--- config.mk ---
export PLATFORM = sky130hd
export DESIGN_NAME = mem_stage_ctrl
export DESIGN_NICKNAME = d
export VERILOG_FILES = /design/src/rtl/mem_stage_ctrl.sv
export SDC_FILE = /design/constraint.sdc
export NUM_CORES = 1
export LEC_CHECK = 0
export ABC_AREA = 1
export BUFFER_PORTS_ARGS = -buffer_cell sky130_fd_sc_hd__buf_4
export CAP_MARGIN = 40
export CORE_MARGIN = 2
export CORE_UTILIZATION = 51
export DETAILED_ROUTE_END_ITERATION = 7
export HOLD_SLACK_MARGIN = 0.06
export PLACE_DENSITY = 0.81
export SLEW_MARGIN = 5
export SYNTH_ARGS = -nofsm -noshare
export SYNTH_HDL_FRONTEND = slang
export SYNTH_SLANG_ARGS = --single-unit
export TNS_END_PERCENT = 30
--- constraint.sdc ---
create_clock -name i_clk -period 1.6 [get_ports i_clk]
set_input_delay 0.08 -clock i_clk [delete_from_list [all_inputs] [get_ports i_clk]]
set_output_delay 0.08 -clock i_clk [all_outputs]
set_load 0.05 [all_outputs]
--- src/rtl/mem_stage_ctrl.sv ---
// MEM-stage controller: drives the data-memory req/ack bus for loads and stores,
// stalls the pipeline while an access is in flight and builds the MEM/WB register.
//
// state | meaning
// IDLE  | pass ALU results to WB, or launch an aligned load/store
// REQ   | bus request held stable, waiting for ack or timeout
// DONE  | access result presented on WB, EX/MEM register advances
module mem_stage_ctrl #(
    parameter int TIMEOUT_CYC = 64
) (
    input  logic        i_clk,
    input  logic        i_rst_n,
    input  logic [31:0] MEM_aluResult,
    input  logic [31:0] MEM_D,
    input  logic [4:0]  MEM_o_rd3,
    input  logic        i_regWrite,
    input  logic        i_memRead,
    input  logic        i_memWrite,
    input  logic [1:0]  i_size,
    input  logic        i_signExt,
    output logic        o_stall,
    output logic        o_bus_req,
    output logic        o_bus_we,
    output logic [31:0] o_bus_addr,
    output logic [31:0] o_bus_wdata,
    output logic [3:0]  o_bus_be,
    input  logic        i_bus_ack,
    input  logic [31:0] i_bus_rdata,
    output logic [31:0] o_WB_data,
    output logic [4:0]  o_WB_rd3,
    output logic        o_WB_regWrite,
    output logic        o_misalign,
    output logic        o_bus_err
);

    localparam int TW = $clog2(TIMEOUT_CYC + 1);
    localparam logic [TW-1:0] TIMER_LOAD = TW'(TIMEOUT_CYC - 1);

    typedef enum logic [1:0] {
        S_IDLE = 2'd0,
        S_REQ  = 2'd1,
        S_DONE = 2'd2
    } state_t;

    state_t state_q, state_d;

    logic [TW-1:0] timer_q, timer_d;
    logic          bus_req_q, bus_req_d;
    logic          bus_we_q, bus_we_d;
    logic [31:0]   bus_addr_q, bus_addr_d;
    logic [31:0]   bus_wdata_q, bus_wdata_d;
    logic [3:0]    bus_be_q, bus_be_d;
    logic [31:0]   wb_data_q, wb_data_d;
    logic [4:0]    wb_rd3_q, wb_rd3_d;
    logic          wb_regwrite_q, wb_regwrite_d;
    logic          misalign_q, misalign_d;
    logic          bus_err_q, bus_err_d;

    logic        access;
    logic        is_store;
    logic        is_load;
    logic        size_byte;
    logic        size_half;
    logic        size_word;
    logic        misaligned;
    logic        timer_expired;
    logic        rd3_nonzero;
    logic [1:0]  addr_lo;
    logic [3:0]  be_c;
    logic [31:0] wdata_c;
    logic [7:0]  rd_byte;
    logic [15:0] rd_half;
    logic [31:0] load_data_c;

    // A store wins when both read and write are flagged.
    assign access        = i_memRead | i_memWrite;
    assign is_store      = i_memWrite;
    assign is_load       = i_memRead & ~i_memWrite;
    assign addr_lo       = MEM_aluResult[1:0];
    assign size_byte     = (i_size == 2'b00);
    assign size_half     = (i_size == 2'b01);
    assign size_word     = i_size[1];
    assign misaligned    = (size_half & addr_lo[0]) | (size_word & (addr_lo != 2'b00));
    assign timer_expired = (timer_q == '0);
    assign rd3_nonzero   = (MEM_o_rd3 != 5'd0);

    always_comb begin
        be_c    = 4'b1111;
        wdata_c = MEM_D;
        if (size_byte) begin
            be_c    = 4'b0001 << addr_lo;
            wdata_c = {4{MEM_D[7:0]}};
        end else if (size_half) begin
            be_c    = addr_lo[1] ? 4'b1100 : 4'b0011;
            wdata_c = {2{MEM_D[15:0]}};
        end
    end

    always_comb begin
        rd_byte = 8'h00;
        case (addr_lo)
            2'b00:   rd_byte = i_bus_rdata[7:0];
            2'b01:   rd_byte = i_bus_rdata[15:8];
            2'b10:   rd_byte = i_bus_rdata[23:16];
            default: rd_byte = i_bus_rdata[31:24];
        endcase
        rd_half     = addr_lo[1] ? i_bus_rdata[31:16] : i_bus_rdata[15:0];
        load_data_c = i_bus_rdata;
        if (size_byte) begin
            load_data_c = {{24{i_signExt & rd_byte[7]}}, rd_byte};
        end else if (size_half) begin
            load_data_c = {{16{i_signExt & rd_half[15]}}, rd_half};
        end
    end

    always_ff @(posedge i_clk or negedge i_rst_n) begin
        if (!i_rst_n) begin
            state_q <= S_IDLE;
        end else begin
            state_q <= state_d;
        end
    end

    always_comb begin
        state_d = state_q;
        case (state_q)
            S_IDLE: begin
                if (access && !misaligned) begin
                    state_d = S_REQ;
                end
            end
            S_REQ: begin
                if (i_bus_ack || timer_expired) begin
                    state_d = S_DONE;
                end
            end
            S_DONE:  state_d = S_IDLE;
            default: state_d = S_IDLE;
        endcase
    end

    always_comb begin
        timer_d       = timer_q;
        bus_req_d     = bus_req_q;
        bus_we_d      = bus_we_q;
        bus_addr_d    = bus_addr_q;
        bus_wdata_d   = bus_wdata_q;
        bus_be_d      = bus_be_q;
        wb_data_d     = wb_data_q;
        wb_rd3_d      = wb_rd3_q;
        wb_regwrite_d = wb_regwrite_q;
        misalign_d    = 1'b0;
        bus_err_d     = 1'b0;
        case (state_q)
            S_IDLE: begin
                if (!access) begin
                    wb_data_d     = MEM_aluResult;
                    wb_rd3_d      = MEM_o_rd3;
                    wb_regwrite_d = i_regWrite & rd3_nonzero;
                end else if (misaligned) begin
                    misalign_d    = 1'b1;
                    wb_regwrite_d = 1'b0;
                end else begin
                    bus_req_d     = 1'b1;
                    bus_we_d      = is_store;
                    bus_addr_d    = {MEM_aluResult[31:2], 2'b00};
                    bus_wdata_d   = wdata_c;
                    bus_be_d      = be_c;
                    wb_regwrite_d = 1'b0;
                    timer_d       = TIMER_LOAD;
                end
            end
            S_REQ: begin
                if (i_bus_ack) begin
                    if (is_load) begin
                        wb_data_d = load_data_c;
                    end
                    wb_rd3_d      = MEM_o_rd3;
                    wb_regwrite_d = is_load & i_regWrite & rd3_nonzero;
                    bus_req_d     = 1'b0;
                    bus_we_d      = 1'b0;
                    timer_d       = '0;
                end else if (timer_expired) begin
                    bus_req_d     = 1'b0;
                    bus_we_d      = 1'b0;
                    bus_err_d     = 1'b1;
                    wb_regwrite_d = 1'b0;
                end else begin
                    timer_d = timer_q - TW'(1);
                end
            end
            default: begin
            end
        endcase
    end

    always_ff @(posedge i_clk or negedge i_rst_n) begin
        if (!i_rst_n) begin
            timer_q       <= '0;
            bus_req_q     <= 1'b0;
            bus_we_q      <= 1'b0;
            bus_addr_q    <= 32'd0;
            bus_wdata_q   <= 32'd0;
            bus_be_q      <= 4'd0;
            wb_data_q     <= 32'd0;
            wb_rd3_q      <= 5'd0;
            wb_regwrite_q <= 1'b0;
            misalign_q    <= 1'b0;
            bus_err_q     <= 1'b0;
        end else begin
            timer_q       <= timer_d;
            bus_req_q     <= bus_req_d;
            bus_we_q      <= bus_we_d;
            bus_addr_q    <= bus_addr_d;
            bus_wdata_q   <= bus_wdata_d;
            bus_be_q      <= bus_be_d;
            wb_data_q     <= wb_data_d;
            wb_rd3_q      <= wb_rd3_d;
            wb_regwrite_q <= wb_regwrite_d;
            misalign_q    <= misalign_d;
            bus_err_q     <= bus_err_d;
        end
    end

    // Stall is gated by reset so every output reads 0 while reset is held.
    assign o_stall = i_rst_n &
                     (((state_q == S_IDLE) & access & ~misaligned) | (state_q == S_REQ));

    assign o_bus_req     = bus_req_q;
    assign o_bus_we      = bus_we_q;
    assign o_bus_addr    = bus_addr_q;
    assign o_bus_wdata   = bus_wdata_q;
    assign o_bus_be      = bus_be_q;
    assign o_WB_data     = wb_data_q;
    assign o_WB_rd3      = wb_rd3_q;
    assign o_WB_regWrite = wb_regwrite_q;
    assign o_misalign    = misalign_q;
    assign o_bus_err     = bus_err_q;

endmodule

==> metrics, run 1 <==
worst setup path class=flip-flop to output port; Die Wd=~120 µm; share of synthesized cell area in and, or, nand and nor gates=0.395; Worst slew margin=0.571; Worst IR Drop VDD=1.45 mV; GR Util All Layers=0.323; post-route total power=0.0207 W; via total after detailed routing=7,214; fraction of synthesis flops using an asynchronous set or reset pin=1.00; largest family of logic cells by synthesized area=simple AND/OR/NAND/NOR gates; synth-to-layout area growth=53.0%; grt ovf=0; count of antenna diodes in the layout=0; count of different cell masters after synthesis=29; wire length of the first global-routing pass=33,200 µm; weighted congestion reported at the end of routability-driven placement=0.891; unrepaired setup endpoints after global routing=yes; hold violation total from the final report=0; crit start category=flip-flop; top-area cell type share of the netlist area=0.465; DRC Markers=0; leakage power of the design=around 5.3 nW; clk slew on worst S/H paths=50 ps; Detailed Place HPWL=13,300 µm; peak clock frequency supported by timing=635 MHz; # port buffers=approximately 220; number of enable-type register cells in the synthesized netlist=0; Power Density=2150 mW/mm²; Critical Path AT=~1500 ps; clock tree from TritonCTS=done; post-route ant nets=0; xor-xnor portion of the synthesized cell area=0; multiplexer share of the synthesized area=0; num ports=about 220; Filler Cells Inserted=791; most frequent standard cell in the layout excluding fill and tap cells=sky130_fd_sc_hd__nand2_1; run status=finished, final reports clean; clock sink count=between 100 and 150; antenna violations before repair=0; row count=40; DRT Wirelength=about 22,000 µm; WP data required=1520 ps; post-synthesis area per instance=around 6.9 µm²; Worst Max-Slew Pin Slew=643 ps; Die Ht=115 µm; vias in the first global route=approximately 6,800; clock buffer count from CTS=17; number of max-slew violations in the final report=0; standard cell core area=0.0120 mm²; complex-gate fraction of the synthesized area=0.0453; period utilisation layout=0.985; fraction of the yosys area taken by sequential cells=0.465; cells taking the most area after synthesis=sky130_fd_sc_hd__dfrtp_1 47%, sky130_fd_sc_hd__nand2_1 26%, sky130_fd_sc_hd__nor2_1 6.0%, sky130_fd_sc_hd__nand3_1 5.7%, sky130_fd_sc_hd__inv_1 3.8%; count of routing violations after the opening detailed-route iteration=672; Critical Path End Type=output port; clock root buffer master=sky130_fd_sc_hd__clkbuf_16; primary flip-flop cell chosen by synthesis mapping=sky130_fd_sc_hd__dfrtp_1; fraction of final layout cells sized beyond drive strength 1=0.259; first-pass iteration count of the detailed router=5; setup slack of the most critical reg-to-reg path=around 50 ps; min cycle time layout=between 1500 and 2000 ps; type of the worst min-delay path=input port to flip-flop; synthesized area=0.00629 mm²; largest net degree at the start of global routing=118; per-cell via count in the routed design=5.27; final setup TNS=0 ps; Max H-tree Level=4; clock latency of the later-clocked register in the worst-skew pair=420 ps; largest clock skew in the final design=6.96 ps; Warnings, synthesis=0; adder-cell area share of the yosys netlist=0.00398; count of mapped cells out of synthesis=910; maximum net fanout on the critical path=4; count of maximum capacitance violations=0; commonest non-fill, non-tap cells in the layout=424 x sky130_fd_sc_hd__nand2_1, 242 x sky130_fd_sc_hd__buf_4, 117 x sky130_fd_sc_hd__dfrtp_1; layout net count=around 1,300; Die ar.=0.0132 mm²; maximum buffer depth of the clock tree=2; top cell type by total area after synthesis=sky130_fd_sc_hd__dfrtp_1; number of setup violations in the final report=0; mean routed wirelength per cell=15.9 µm; synthesized flop and latch total=117; starting density of the core=0.524
-- final timing paths --
kind / start / depth (start not counted) / end
setup / recovery: state_q[1]$_DFFE_PN0P_ / 5 / o_stall
hold / removal: i_size[0] / 3 / o_bus_be[2]$_DFFE_PN0P_
setup reg to reg: state_q[1]$_DFFE_PN0P_ / 8 / o_WB_data[28]$_DFFE_PN0P_
hold reg to reg: o_bus_addr[19]$_DFFE_PN0P_ / 2 / o_bus_addr[19]$_DFFE_PN0P_
max in group asynchronous: i_rst_n / 3 / o_bus_req$_DFFE_PN0P_
min in group asynchronous: i_rst_n / 3 / o_bus_wdata[13]$_DFFE_PN0P_
-- worst max-delay path, cell delays in order, from the launching register on --
cell	delay (ps)
sky130_fd_sc_hd__dfrtp_1	400
sky130_fd_sc_hd__inv_2	70
sky130_fd_sc_hd__buf_4	130
sky130_fd_sc_hd__nand2_2	100
sky130_fd_sc_hd__a21boi_4	200
sky130_fd_sc_hd__buf_6	180
-- state kept, by name, summed over array words and instances, names as in the netlist --
register / flops
o_WB_rd3: 5
timer_q: 7
o_bus_err: 1
o_bus_addr: 30
state_q: 2
o_bus_wdata: 32
o_bus_we: 1
o_misalign: 1
o_bus_be: 4
o_bus_req: 1
o_WB_regWrite: 1
o_WB_data: 32
-- synth_stat cells (3+ instances only) --
library cell	n
sky130_fd_sc_hd__nand2_1	428
sky130_fd_sc_hd__dfrtp_1	117
sky130_fd_sc_hd__nor2_1	100
sky130_fd_sc_hd__nand3_1	72
sky130_fd_sc_hd__inv_1	64
sky130_fd_sc_hd__a31oi_1	18
sky130_fd_sc_hd__o21ai_0	17
sky130_fd_sc_hd__buf_2	14
sky130_fd_sc_hd__clkbuf_1	14
sky130_fd_sc_hd__a21oi_1	10
sky130_fd_sc_hd__inv_2	10
sky130_fd_sc_hd__buf_6	9
sky130_fd_sc_hd__buf_4	7
sky130_fd_sc_hd__o21ai_1	6
sky130_fd_sc_hd__nand2_2	3
sky130_fd_sc_hd__nor2_4	3
-- area by class of cell --
cell class                 instances  area, µm²  area share
multi-input combinational        673       2860       0.297
inverter                          75        285      0.0296
timing repair buffer             325       2740       0.284
sequential                       117       2930       0.304
clock buffer                      21        460      0.0478
tap                              147        184      0.0191
clock inverter                    10        178      0.0185
-- cells by family after synthesis --
group                    after synthesis
adder cells (fa/ha/maj)                2
buffers and inverters                121
other                                  1
flip-flops                           117
AND/OR/NAND/NOR                      617
AO/OA/AOI/OAI                         52
-- metal layers --
layer,vias up,routed length (µm),track usage
met1,3371,8570,0.397
met4,0,1060,0.163
li1,3379,-,-
met5,-,0,0
met2,378,10400,0.518
met3,86,1700,0.0980
-- repair_timing --
action / CTS / global route
cloned: 0 / 2
endpoints found under the setup margin: 1 / 50
endpoints found under the hold margin: 221 / 0
pin swaps: 4 / 4
buffers inserted: 5 / 5
hold buffers: 74 / 0
resized for setup: 3 / 14
-- per-stage QoR --
stage,hold slack [ps],setup slack (ps),instance area [µm²],util,instances
after global routing,77.8,-27.0,9630,0.802,1368
after CTS,63.4,5.82,9500,0.791,1361
final,70.7,24.0,9630,0.802,1368
after global placement,246,144,8070,0.672,1251
after floorplan,-216,177,6300,-,911
after detailed placement,246,62.7,8070,0.672,1251
-- where the power goes --
group	internal, W	leakage, nW	switching (W)
Combinational	0.00345	3.57	0.00789
Sequential	0.00436	1.42	0.000887
Clock	0.00282	0.313	0.00134
Total	0.0106	5.30	0.0101
Power figures use the tool's default switching activity.
==> run 2: changes to the inputs <==
BUFFER_PORTS_ARGS = unset   (was -buffer_cell sky130_fd_sc_hd__buf_4)
CORE_UTILIZATION = 58   (was 51)
DONT_BUFFER_PORTS = 1   (was unset)
PLACE_DENSITY = 0.76   (was 0.81)
clock period = 1.3 ns   (was 1.6 ns; I/O delays follow)
==> metrics, run 2 <==
primary flip-flop cell chosen by synthesis mapping=sky130_fd_sc_hd__dfrtp_1; most repeated cell in the gate-level netlist after synthesis=sky130_fd_sc_hd__nand2_1; synthesized area=0.00629 mm²; count of mapped cells out of synthesis=910; cells taking the most area after synthesis=sky130_fd_sc_hd__dfrtp_1 47%, sky130_fd_sc_hd__nand2_1 26%, sky130_fd_sc_hd__nor2_1 6.0%, sky130_fd_sc_hd__nand3_1 5.7%, sky130_fd_sc_hd__inv_1 3.8%; synthesized flop and latch total=117; num ports=221; fraction of synthesis flops using an asynchronous set or reset pin=1.00; failing step=5_1_grt; fraction of the yosys area taken by sequential cells=0.465; GR repair worst EP=o_stall; post-synthesis area per instance=6.92 µm²; clock buffer count from CTS=17; top cell type by total area after synthesis=sky130_fd_sc_hd__dfrtp_1; Die Wd=around 110 µm; Error Message=[ERROR GRT-0232] Routing congestion too high. Check the congestion heatmap in the GUI.; starting density of the core=0.588; largest net degree at the start of global routing=119; count of different cell masters after synthesis=29; run status=stopped before the end; Max H-tree Level=4; maximum buffer depth of the clock tree=2; number of enable-type register cells in the synthesized netlist=0; row count=38; Die Ht=108 µm; clock sink count=117; number of instances in the placed design=1,150; worst_ep kind=output port; Synth top cells by count=428 x sky130_fd_sc_hd__nand2_1, 117 x sky130_fd_sc_hd__dfrtp_1, 100 x sky130_fd_sc_hd__nor2_1; weighted congestion reported at the end of routability-driven placement=0.873; # port buffers=0; grt ovf=7; Detailed Place HPWL=~13,000 µm; GR Util All Layers=0.730; top-area cell type share of the netlist area=0.465; Warnings, synthesis=0; clock root buffer master=sky130_fd_sc_hd__clkbuf_8
-- run 2: stage by stage --
step	setup TNS (ps)	worst slack, ps	hold slack, ps	area (µm²)	util
after floorplan	-439	-59.0	-231	6360	-
after global placement	-1670	-60.2	-228	7390	0.691
after detailed placement	-5430	-154	-229	7390	0.691
after CTS	-20640	-486	-779	9860	0.921
-- run 2: repair_timing --
action	CTS
hold endpoints to repair	234
setup buffers	13
gates cloned	6
setup endpoints to repair	99
pin swaps	11
resized for setup	51
hold buffers	147
-- run 2: cell families after synthesis --
| kind of cell | Yosys count | share of synthesized area |
|---|---|---|
| and+or+nand+nor | 617 | 0.395 |
| buffers and inverters | 121 | 0.0900 |
| DFF | 117 | 0.465 |
| AOI/OAI and AO/OA | 52 | 0.0453 |
| adders and majority gates | 2 | 0.00397 |
| other | 1 | 0.000596 |
-- run 2: metal layers --
layer | overflow | global-route usage
met1 | 0 | 0.737
met2 | 1 | 0.905
met3 | 0 | 0.559
met4 | 6 | 0.740
met5 | 0 | 0.107
==> run 3: changes to the inputs <==
CORE_UTILIZATION = 40   (was 58)
HOLD_SLACK_MARGIN = unset   (was 0.06)
PLACE_DENSITY = unset   (was 0.76)
PLACE_DENSITY_LB_ADDON = 0.15   (was unset)
clock period = 1.7 ns   (was 1.3 ns; I/O delays follow)
==> metrics, run 3 (synthesized netlist as in run 1, its figures left out) <==
Worst IR Drop VDD=1.08 mV; type of the worst min-delay path=input port to async pin; leakage power of the design=between 4 and 5 nW; weighted congestion reported at the end of routability-driven placement=0.818; count of maximum capacitance violations=0; Die ar.=0.0168 mm²; standard cell core area=about 0.015 mm²; clock sink count=roughly 120; power share of the clock group=0.222; net switching share of the total power=0.525; GR Util All Layers=0.240; wire length of the first global-routing pass=30,700 µm; peak clock frequency supported by timing=606 MHz; clock latency of the later-clocked register in the worst-skew pair=410 ps; row count=45; Power Density=2050 mW/mm²; net switching power figure=0.00890 W; first-pass iteration count of the detailed router=6; largest net degree at the start of global routing=around 120; unrepaired setup endpoints after global routing=yes; mean routed wirelength per cell=approximately 16 µm; part of the power in combinational logic=0.230; maximum buffer depth of the clock tree=2; number of instances in the placed design=1,095; Worst slew margin=0.636; post-place setup slack=161 ps; DRC Markers=0; num ports=221; most frequent standard cell in the layout excluding fill and tap cells=sky130_fd_sc_hd__nand2_1; Critical Path AT=between 1500 and 2000 ps; post-route ant nets=0; commonest non-fill, non-tap cells in the layout=425 x sky130_fd_sc_hd__nand2_1, 117 x sky130_fd_sc_hd__dfrtp_1, 101 x sky130_fd_sc_hd__dlygate4sd3_1; crit start category=flip-flop; critical path startpoint=state_q[1]$_DFFE_PN0P_; clk slew on worst S/H paths=50 ps; final hold slack=-633 ps; starting density of the core=0.411; grt ovf=0; clock root buffer master=sky130_fd_sc_hd__clkbuf_16; Detailed Place HPWL=13,000 µm; clock tree from TritonCTS=done; layout net count=1,126; DRT Wirelength=19,900 µm; run status=finished with violations; cell-internal power=around 0.008 W; Critical Path End Type=output port; number of setup violations in the final report=0; Reg power frac=0.548; Worst Max-Slew Pin Slew=546 ps; maximum net fanout on the critical path=2; violations in the final reports=negative hold slack; vias in the first global route=5,721; via total after detailed routing=roughly 6,000; count of routing violations after the opening detailed-route iteration=470; number of max-slew violations in the final report=0; worst reg2reg path startpoint=state_q[1]$_DFFE_PN0P_; Max H-tree Level=4; antenna violations before repair=0; clock buffer count from CTS=17; period utilisation layout=0.970; Layout Cells excl Fill=1,239; per-cell via count in the routed design=4.81; largest clock skew in the final design=approximately 6.3 ps; CTS Hold Bufs=102; setup slack of the most critical reg-to-reg path=120 ps; # port buffers=0; hold violation total from the final report=117; synth-to-layout area growth=31.9%; Die Ht=129 µm; Final Worst Setup Slack=50.8 ps; worst setup path class=flip-flop to output port; fraction of final layout cells sized beyond drive strength 1=0.0886; Die Wd=129 µm; WP data required=~1600 ps; min cycle time layout=1650 ps; post-route total power=0.0170 W
## run 3: cell type report
cell class / count / area (µm²)
Antenna cell: 1 / 2.50
Timing Repair Buffer: 130 / 1370
Sequential cell: 117 / 2930
Clock buffer: 21 / 480
Clock inverter: 11 / 148
Tap cell: 211 / 264
Inverter: 75 / 284
Fill cell: 1532 / 7010
Multi-Input combinational cell: 673 / 2830
## run 3: routing by layer
metal,part of all wire,routed length (µm),global-route usage
met4,0.019,370,0.0822
met3,0.084,1680,0.0950
met5,0,0,0
met2,0.46,9240,0.377
met1,0.43,8650,0.304
## run 3: power by group through the flow
stage | registers [W] | clock network [W] | logic [W]
floorplan | 0.00909 | 0 | 0.00265
global placement | 0.00935 | 0 | 0.00336
detailed placement | 0.00934 | 0 | 0.00343
CTS | 0.00931 | 0.00385 | 0.00379
global route | 0.00945 | 0.00399 | 0.00443
finish | 0.00930 | 0.00377 | 0.00391
## run 3: final timing paths
kind,end,depth (start not counted)
hold reg to reg,o_WB_data[28]$_DFFE_PN0P_,2
setup reg to reg,o_bus_wdata[13]$_DFFE_PN0P_,9
max in group asynchronous,o_WB_data[5]$_DFFE_PN0P_,0
setup / recovery,o_stall,7
hold / removal,timer_q[4]$_DFFE_PN0P_,0
min in group i_clk,o_WB_data[3]$_DFFE_PN0P_,6
## run 3: what timing repair did
| action | CTS | global route |
|---|---|---|
| buffers inserted | 4 | 3 |
| endpoints found under the setup margin | 1 | 51 |
| hold endpoints to repair | 229 | 117 |
| gates cloned | 1 | 1 |
| pin swaps | 2 | 5 |
| resized for setup | 6 | 8 |
## run 3: metrics by stage
stage                     TNS (ps)   util  area [µm²]
after floorplan                  0      -        6300
after global placement           0  0.423        6480
after detailed placement         0  0.423        6480
after CTS                        0  0.537        8230
after global routing         -20.4  0.542        8300
final                            0  0.542        8300
## run 3: worst max-delay path: stages (launching register included)
cell and delay (ps):
sky130_fd_sc_hd__dfrtp_1 390, sky130_fd_sc_hd__inv_2 80, sky130_fd_sc_hd__nand2_2 60, sky130_fd_sc_hd__nor2_4 110, sky130_fd_sc_hd__nand2_4 70, sky130_fd_sc_hd__buf_12 120
sky130_fd_sc_hd__a21boi_2 140, sky130_fd_sc_hd__buf_6 180
==> run 4: changes to the inputs <==
CELL_PAD_IN_SITES_DETAIL_PLACEMENT = 1   (was unset)
CELL_PAD_IN_SITES_GLOBAL_PLACEMENT = 2   (was unset)
CORE_UTILIZATION = 30   (was 40)
PLACE_DENSITY_LB_ADDON = 0.1   (was 0.15)
clock period = 1.5 ns   (was 1.7 ns; I/O delays follow)
==> metrics, run 4 (synthesized netlist as in run 1, its figures left out) <==
num ports=about 220; WP data required=1420 ps; count of maximum capacitance violations=0; largest net degree at the start of global routing=119; min cycle time layout=1680 ps; top metal layer carrying routed signals=met4; net switching share of the total power=0.509; Filler Cells Inserted=about 2,500; Worst Max-Slew Pin Slew=531 ps; cell mode on critical path=sky130_fd_sc_hd__buf_4; Routed met3 length=between 1500 and 2000 µm; row count=52; number of max-slew violations in the final report=0; Power Density=2330 mW/mm²; cell-by-cell trace of the critical path=inv_2 > buf_4 > nand2_4 > buf_4 > a21boi_4 > buf_12; maximum net fanout on the critical path=5; layout net count=1,210; DRC Markers=0; net switching power figure=0.0113 W; run status=finished with violations; number of setup violations in the final report=60; Critical Path AT=between 1500 and 2000 ps; type of the worst min-delay path=input port to async pin; period utilisation layout=1.12; cell-internal power=~0.011 W; power share of the clock group=0.213; # port buffers=0; Die Wd=~150 µm; most frequent standard cell in the layout excluding fill and tap cells=sky130_fd_sc_hd__nand2_1; weighted congestion reported at the end of routability-driven placement=approximately 0.82; clock tree from TritonCTS=done; violations in the final reports=negative hold slack, negative setup slack; via total after detailed routing=6,655; antenna violations before repair=0; Register Area=a little under 0.003 mm²; count of routing violations after the opening detailed-route iteration=between 300 and 400; post-route total power=between 0.02 and 0.025 W; worst setup path class=flip-flop to output port; post-route ant nets=0; largest clock skew in the final design=10.5 ps; clock sink count=117; leakage power of the design=~4.8 nW; number of instances in the placed design=~1,200; Worst slew margin=0.646; maximum buffer depth of the clock tree=2; wire length of the first global-routing pass=roughly 40,000 µm; hold violation total from the final report=~120; area of the multi-input gates=about 0.0030 mm²; Met1 Wirelength=12,100 µm; standard cell core area=0.0204 mm²; mean routed wirelength per cell=19.6 µm; master of the slowest instance on the critical path=sky130_fd_sc_hd__dfrtp_1; clock buffer count from CTS=17; DRT Wirelength=27,000 µm; per-cell via count in the routed design=4.82; Worst IR Drop VDD=approximately 1.0 mV; synth-to-layout area growth=50.9%; final hold slack=-656 ps; starting density of the core=0.308; part of the power in combinational logic=0.387; highest cell delay on the worst timing path=400 ps; Die Ht=149 µm; cell type group with the largest total delay on the critical path=buffers and inverters; clock latency of the later-clocked register in the worst-skew pair=430 ps; Reg power frac=0.400; Max H-tree Level=4; Final Worst Setup Slack=-175 ps; count of antenna diodes in the layout=0; Die ar.=0.0222 mm²; Critical Path End Type=output port; wire length on met2=12,800 µm; commonest non-fill, non-tap cells in the layout=411 x sky130_fd_sc_hd__nand2_1, 117 x sky130_fd_sc_hd__dfrtp_1, 108 x sky130_fd_sc_hd__dlygate4sd3_1; Layout Cells excl Fill=1,381; fraction of final layout cells sized beyond drive strength 1=0.181; crit start category=flip-flop; grt ovf=0; first-pass iteration count of the detailed router=4; setup slack of the most critical reg-to-reg path=-170 ps; Buf+Inv Stages, Crit Path=4; clock root buffer master=sky130_fd_sc_hd__clkbuf_16; Detailed Place HPWL=approximately 16,000 µm; peak clock frequency supported by timing=597 MHz; GR Util All Layers=0.233; unrepaired setup endpoints after global routing=yes; clk slew on worst S/H paths=60 ps; vias in the first global route=7,059
==> run 4: path summary, 6_finish.rpt <==
path,startpoint,end,cells after the start
max,state_q[1]$_DFFE_PN0P_,o_stall,6
min,i_rst_n,timer_q[3]$_DFFE_PN0P_,0
max reg2reg,state_q[1]$_DFFE_PN0P_,o_WB_data[22]$_DFFE_PN0P_,11
min reg2reg,o_bus_addr[15]$_DFFE_PN0P_,o_bus_addr[15]$_DFFE_PN0P_,2
max in group asynchronous,i_rst_n,o_WB_data[0]$_DFFE_PN0P_,0
min in group i_clk,i_bus_rdata[18],o_WB_data[2]$_DFFE_PN0P_,6
==> run 4: per-stage QoR <==
step	area, µm²	worst slack [ps]	hold slack (ps)	TNS [ps]	utilization
after floorplan	6300	82.2	-221	0	-
after global placement	6940	23.5	-216	0	0.340
after detailed placement	6940	-68.5	-216	-1320	0.340
after CTS	8880	-220	-674	-318	0.434
after global routing	9500	-250	-683	-11410	0.465
final	9500	-175	-656	-5560	0.465
==> run 4: cell type report <==
class / count / area share
clock buffers: 18 / 0.0462
multi-input cells: 673 / 0.316
clock inverters: 14 / 0.0236
well taps: 270 / 0.0356
inverters: 75 / 0.0319
repair buffers: 214 / 0.238
flip-flops and latches: 117 / 0.308
==> run 4: routing by layer <==
layer / GRT usage / vias up
li1: - / 3175
met1: 0.300 / 3273
met2: 0.384 / 179
met3: 0.0682 / 28
met4: 0.0662 / 0
met5: 0 / -
==> run 4: power groups by stage <==
stage                     Sequential [W]  Clock (W)  Combinational [W]
after CTS                        0.00885    0.00481            0.00730
after floorplan                   0.0103          0            0.00301
after detailed placement         0.00888          0            0.00672
after global routing             0.00905    0.00494            0.00936
after global placement           0.00885          0            0.00649
final                            0.00886    0.00472            0.00858
==> run 4: timing repair <==
item / in CTS / in global routing
hold buffers: 109 / 1
hold endpoints to repair: 230 / 118
resized for setup: 21 / 72
gates cloned: 1 / 10
pin swaps: 7 / 14
endpoints found under the setup margin: 93 / 114
setup buffers: 10 / 16
